$ cat src/rtl/rf_wb_arbiter.sv
// Regfile write-port arbiter: pipeline writeback has priority over buffered long-latency results.
// Optional same-cycle bypass of long-latency results when idle: define RF_ARB_BYPASS_EN.
module rf_wb_arbiter #(
  parameter int DEPTH = 2
) (
  input  logic                     clk,
  input  logic                     resetn,
  input  logic [3:0]               pipe_we,
  input  logic [4:0]               pipe_waddr,
  input  logic [31:0]              pipe_wdata,
  input  logic                     lu_issue_valid,
  input  logic [4:0]               lu_issue_addr,
  input  logic                     lu_valid,
  output logic                     lu_ready,
  input  logic [3:0]               lu_we,
  input  logic [4:0]               lu_waddr,
  input  logic [31:0]              lu_wdata,
  output logic [3:0]               rf_we,
  output logic [4:0]               rf_waddr,
  output logic [31:0]              rf_wdata,
  input  logic [4:0]               chk_addr1,
  input  logic [4:0]               chk_addr2,
  output logic                     busy1,
  output logic                     busy2,
  output logic [$clog2(DEPTH):0]   buf_cnt
);

  localparam int PW = $clog2(DEPTH);
  localparam int CW = PW + 1;

  logic [31:0]   busy_q, busy_d;
  logic [PW-1:0] wr_ptr_q, wr_ptr_d;
  logic [PW-1:0] rd_ptr_q, rd_ptr_d;
  logic [CW-1:0] cnt_q, cnt_d;

  logic [3:0]  mem_we   [DEPTH];
  logic [4:0]  mem_addr [DEPTH];
  logic [31:0] mem_data [DEPTH];

  logic fifo_empty;
  logic pipe_act;
  logic grant_fifo;
  logic grant_byp;
  logic push;
  logic pop;

  always_comb begin
    fifo_empty = (cnt_q == '0);
    // Depends only on registered occupancy so pipe_we never reaches lu_ready.
    lu_ready   = (cnt_q < CW'(DEPTH));
    pipe_act   = |pipe_we;
    grant_fifo = !pipe_act && !fifo_empty;
`ifdef RF_ARB_BYPASS_EN
    grant_byp  = !pipe_act && fifo_empty && lu_valid;
`else
    grant_byp  = 1'b0;
`endif
    push = lu_valid && lu_ready && !grant_byp;
    pop  = grant_fifo;

    rf_we    = 4'd0;
    rf_waddr = 5'd0;
    rf_wdata = 32'd0;
    if (pipe_act) begin
      rf_we    = pipe_we;
      rf_waddr = pipe_waddr;
      rf_wdata = pipe_wdata;
    end else if (grant_fifo) begin
      rf_we    = mem_we[rd_ptr_q];
      rf_waddr = mem_addr[rd_ptr_q];
      rf_wdata = mem_data[rd_ptr_q];
    end else if (grant_byp) begin
      rf_we    = lu_we;
      rf_waddr = lu_waddr;
      rf_wdata = lu_wdata;
    end
  end

  always_comb begin
    wr_ptr_d = wr_ptr_q + PW'(push);
    rd_ptr_d = rd_ptr_q + PW'(pop);
    cnt_d    = cnt_q + CW'(push) - CW'(pop);

    busy_d = busy_q;
    if (grant_fifo) busy_d[mem_addr[rd_ptr_q]] = 1'b0;
    if (grant_byp)  busy_d[lu_waddr] = 1'b0;
    // Applied after the clears so a same-cycle issue to the drained register wins.
    if (lu_issue_valid && (lu_issue_addr != 5'd0)) busy_d[lu_issue_addr] = 1'b1;
    busy_d[0] = 1'b0;
  end

  always_ff @(posedge clk) begin
    if (!resetn) begin
      busy_q   <= '0;
      wr_ptr_q <= '0;
      rd_ptr_q <= '0;
      cnt_q    <= '0;
    end else begin
      busy_q   <= busy_d;
      wr_ptr_q <= wr_ptr_d;
      rd_ptr_q <= rd_ptr_d;
      cnt_q    <= cnt_d;
    end
  end

  always_ff @(posedge clk) begin
    if (push) begin
      mem_we[wr_ptr_q]   <= lu_we;
      mem_addr[wr_ptr_q] <= lu_waddr;
      mem_data[wr_ptr_q] <= lu_wdata;
    end
  end

  assign busy1   = busy_q[chk_addr1] && (chk_addr1 != 5'd0);
  assign busy2   = busy_q[chk_addr2] && (chk_addr2 != 5'd0);
  assign buf_cnt = cnt_q;

endmodule

$ cat config.mk
export PLATFORM = sky130hd
export DESIGN_NAME = rf_wb_arbiter
export DESIGN_NICKNAME = d
export VERILOG_FILES = /design/src/rtl/rf_wb_arbiter.sv
export SDC_FILE = /design/constraint.sdc
export NUM_CORES = 1
export LEC_CHECK = 0
export ABC_AREA = 1
export BUFFER_PORTS_ARGS = -buffer_cell sky130_fd_sc_hd__buf_2
export CAP_MARGIN = 20
export CORE_MARGIN = 4
export CORE_UTILIZATION = 40
export DETAILED_ROUTE_END_ITERATION = 12
export PLACE_DENSITY = 0.62
export SYNTH_ARGS = -nofsm -noshare
export SYNTH_HDL_FRONTEND = slang
export SYNTH_SLANG_ARGS = --single-unit
$ cat constraint.sdc
create_clock -name clk -period 2.5 [get_ports clk]
set_input_delay 0.125 -clock clk [delete_from_list [all_inputs] [get_ports clk]]
set_output_delay 0.125 -clock clk [all_outputs]
set_load 0.01 [all_outputs]
* Word-level counts from Yosys, hierarchy flattened
Memory sizes are Yosys's and may differ from the RTL's. A register that Yosys moved wholly into a read port is not among the register bits. Index checks and enable logic that the tools add are counted.
Word-level totals: memories 3, input bits 101, word-level logic and storage cells 57, output and inout port bits 46, flip-flop bits (word level) 36, latch bits 0, bits in writable memories 82, ROM bits 0
Memory list:
- mem_data | depth 2, width 32, rd ports 1, clocked after Yosys merged registers in 1, write ports 1, RTL line 38 | logic [31:0] mem_data [DEPTH];
- mem_addr | depth 2, width 5, rd ports 1, clocked after Yosys merged registers in 1, write ports 1, RTL line 37 | logic [4:0] mem_addr [DEPTH];
- mem_we | depth 2, width 4, rd ports 1, clocked after Yosys merged registers in 1, write ports 1, RTL line 36 | logic [3:0] mem_we [DEPTH];
Cells by class: $lt $le $gt $ge 7, mux-type cells 21, add/subtract/negate cells 4, bitwise gates (word level) 3, multiply operators 0, equality and inequality tests 0, shift operators 0, divide/modulo/power cells 0, reduce and logical (&&, ||, !) cells 14
Operator list (count):
- 32-bit two-way mux | 4
- 32-bit AND | 1
- 32-bit inverter | 1
- 32-bit bitwise OR | 1
- 5-bit by 6-bit less-than comparator with 1-bit output, second input constant | 4
- 5-bit nonzero test | 3
- 1-bit binary-select mux with 5-bit select | 2
- 1-bit demux with 5-bit select | 2
- 5-bit by 1-bit greater-or-equal comparator with 1-bit output, second input constant | 2
- 5-bit two-way mux | 2
- 1-bit two-way mux | 9
- 4-bit two-way mux | 2
- 1-bit logical AND | 7
- 4-bit OR reduction | 1
- 1-bit adder | 2
- 2-bit by 1-bit adder with 2-bit output | 1
- 1-bit logical NOT | 2
- 2-bit logical NOT | 1
- 2-bit less-than comparator, second input constant | 1
- 2-bit by 1-bit subtractor with 2-bit output | 1

* Logic depth before layout (Yosys ltp)
depth in word-level cells 9, mapped depth 11, mapped depth without buffers 10

* Worst setup path after synthesis
OpenSTA, ideal clock, no wires.
path kind register to register, start point reg cnt_q[1], in the netlist buf_cnt[1], end point mem mem_addr[1][0] (enable), stages on the path, launching flop included 5, setup time 403 ps, data required time 2097 ps, arrival time 1660 ps, setup slack 438 ps, clock period less this slack 2062 ps, path buffers 0, cells stage by stage dfxtp_1 inv_1 nand2_1 inv_1 ha_1
Between the ends: longest elaborated chain between the ends 4
Ends and longest elaborated chain:
- from (decl) | RTL line 34 | logic [CW-1:0] cnt_q, cnt_d;
- from (signal assigned) | RTL line 102 | cnt_q <= cnt_d;
- 2-bit less-than comparator | RTL line 50 | lu_ready = (cnt_q < CW'(DEPTH));
- net lu_ready | RTL line 14 | output logic lu_ready,
- 1-bit logical AND | RTL line 58 | push = lu_valid && lu_ready && !grant_byp;
- 1-bit two-way mux | RTL line 107 | if (push) begin
- 1-bit two-way mux (not written as such) | RTL line 109 | mem_addr[wr_ptr_q] <= lu_waddr;
- to (decl) | RTL line 37
The timed path passes the listed nets, and every way through them passes these cells.

==> summary.txt <==
Clock tree buffer depth -> 2
Yosys reg bits -> 118
Design Area, Final -> 0.00780 sq mm
Clk Latency, worst-skew pair -> 0.40 ns
Synth Flop Type -> edfxtp_1
Synth area leader -> edfxtp_1
Die ar. -> 0.0165 sq mm
Layout Nets -> 947
Setup bufs post-CTS -> 0
MaxCap Viol Count -> 0
Htree depth -> 4
Crit share post-route -> 83.7%
CTS Root Cell -> clkbuf_16
Largest family of logic cells by synthesized area -> simple AND/OR/NAND/NOR gates
YS warnings -> 0
Final Wtd Congestion -> 0.888
Dpl hpwl -> 11200 um
Setup Skew -> 0.00913 ns
Hold Vio Cnt, Final -> 0
CTS tree -> done
Post-synth EDFFs -> 82
Vias per cell -> 5.06
Required time worst endpoint -> 2.38 ns
Worst min path class -> input pin to flip-flop
CTS Sinks -> 118
Std-Cell Rows -> 43
Total GRT Usage -> 19.0%
Grt ovf -> 0
Mapped Nets -> 754
Core Area -> 0.0140 sq mm
Crit-path cells -> buf_4 -> mux2i_1 -> o21bai_1 -> buf_2
Synth Cell Area -> 0.00581 sq mm
Post-route setup TNS -> 0 ns
Synth Area in Compound Gates -> 8.20%
CP startpoint kind -> flip-flop
Starting DRC count in detailed routing -> 301
Num ports -> 147
Die Ht -> 129 um
Synth top area share -> 42.4%
Pre-antenna DRT Iters -> 5
Slowest stage delay, CP -> 0.54 ns
Final worst path period need -> 2.09 ns
Final setup fails -> 0
Synth cell types -> 28
Largest cells by area after synthesis -> edfxtp_1 (42%), nand2_1 (14%), dfxtp_1 (12%)
Largest net degree at the start of global routing -> 33
Max Slew Vio Count -> 0
CP max-delay cell -> dfxtp_2
Critical path type -> flip-flop to output pin
Synth Area in Simple Gates -> 23.1%
Synth Area in Adders -> 0.861%
Vias in the first global route -> 5185
Via count -> 5232
Layout cells sized above 1 -> 24.1%
IO buf count -> 146
Initial antenna violation count -> 0
Area Growth Syn to Fin -> 34.2%
Post-Synthesis Cells -> 649
Crit-path max FO -> 23
Antenna diodes -> 0
Post-synth top cells -> nand2_1 (214), edfxtp_1 (82), nand3_1 (72)
Routed WL -> 15300 um
RSZ-0062 raised after global routing -> no
Clock Pin Slew Worst Setup and Hold Paths -> 0.05 ns
Drt drc -> 0
Pwr per Cell Area -> 724 mW/mm^2
Max Clock Freq -> 478 MHz
Initial core utilization -> 41.4%
TritonCTS Buffers -> 17
Worst setup EP type -> output pin
Register area share after synthesis -> 54.8%
Peak VDD IR -> 571 uV
First-pass GRT wire length -> 25000 um
Post-route ant nets -> 0
Pleak -> 3.29 nW
Most common cell in the netlist -> nand2_1
XOR/XNOR Fraction of Synth Area -> 0.151%
Routed length per instance -> 14.8 um
Post-DP Area -> 0.00672 sq mm
Status -> finished, final reports clean
Post-synthesis mux area share -> 6.20%
Relative slew slack -> 27.3%
Critical Path AT -> 1.97 ns
Die Wd -> 129 um
Slew @ Worst Pin -> 1.09 ns
Avg Synthesized Cell Area -> 8.96 sq um
Fraction of registers with async set/reset -> 0%
-- routing by layer --
| metal | vias to the layer above | part of all wire (%) | global-route usage [%] |
|---|---|---|---|
| li1 | 2572 | - | - |
| met1 | 2437 | 40 | 23.1 |
| met2 | 204 | 52 | 33.5 |
| met3 | 19 | 6.7 | 4.52 |
| met4 | 0 | 1.5 | 5.68 |
| met5 | - | 0 | 0 |
-- what timing repair did --
action,in CTS,in global routing
endpoints found under the hold margin,84,0
hold buffers,42,0
gates resized for setup,0,0
-- cell families (layout without fill, tap and decap cells) --
| family | Yosys count | in the layout |
|---|---|---|
| compound gates | 85 | 85 |
| fa+ha+maj | 4 | 4 |
| simple gates | 317 | 317 |
| buf+inv | 88 | 294 |
| mux | 36 | 36 |
| xor+xnor | 1 | 1 |
| flops | 118 | 118 |
-- cells in the final DEF, fill, tap and decap left out, drive strengths merged, types with 17 or more instances in the layout --
| cell | Yosys | final |
|---|---|---|
| a21oi | 34 | 34 |
| buf | 11 | 155 |
| clkbuf | 12 | 17 |
| dfxtp | 36 | 36 |
| dlygate4sd3 | 0 | 42 |
| edfxtp | 82 | 82 |
| inv | 65 | 66 |
| mux2i | 36 | 36 |
| nand2 | 216 | 216 |
| nand3 | 73 | 73 |
| nor2 | 20 | 20 |
| o21ai | 43 | 43 |
-- registers in the layout, indices dropped and copies added, names as in the netlist, named ones only --
| register | flops |
|---|---|
| busy_q | 31 |
| buf_cnt | 2 |
| rd_ptr_q | 1 |
| wr_ptr_q | 1 |
| mem_addr | 10 |
| mem_we | 8 |
| mem_data | 64 |
-- report_power, final --
| group | switching, mW | internal [mW] |
|---|---|---|
| clock | 0.844 | 1.86 |
| sequential | 0.0402 | 2.24 |
| combinational | 0.401 | 0.266 |
| total | 1.28 | 4.36 |
-- cell type report --
cell class / count / area, sq um
Fill cell: 1244 / 6240
Sequential cell: 118 / 3180
Multi-Input combinational cell: 443 / 2240
Timing Repair Buffer: 197 / 1240
Clock buffer: 17 / 425
Inverter: 65 / 244
Clock inverter: 15 / 233
Tap cell: 180 / 225
-- per-stage QoR --
| stage | hold slack, ns | total power [mW] | std cells | utilization (%) | setup slack [ns] |
|---|---|---|---|---|---|
| finish | 0.127 | 5.65 | 1035 | 55.5 | 0.409 |
| floorplan | 0.218 | 2.66 | 649 | - | 0.438 |
| detailed placement | 0.316 | 2.94 | 961 | 47.9 | 0.635 |
| global route | 0.126 | 5.86 | 1035 | 55.5 | 0.257 |
| CTS | 0.104 | 5.69 | 1035 | 55.5 | 0.386 |
| global placement | 0.313 | 2.92 | 961 | 47.9 | 0.659 |
-- final timing paths --
path	from	endpoint	slack, ns	cells past startpoint
setup / recovery	flip-flop	rf_we[2]	0.41	4
hold / removal	lu_issue_addr[4]	busy_q[7]	0.13	4
setup reg to reg	buf_cnt[1]	buf_cnt[1]	0.67	10
hold reg to reg	rd_ptr_q	flip-flop	0.46	1
-- critical path: cells and delay by family, from the launching register on --
family | cells | cell delay (ns)
buf+inv | 2 | 0.60
compound gates | 1 | 0.11
mux | 1 | 0.31
flops | 1 | 0.54
(Power assumes the default switching activity.)
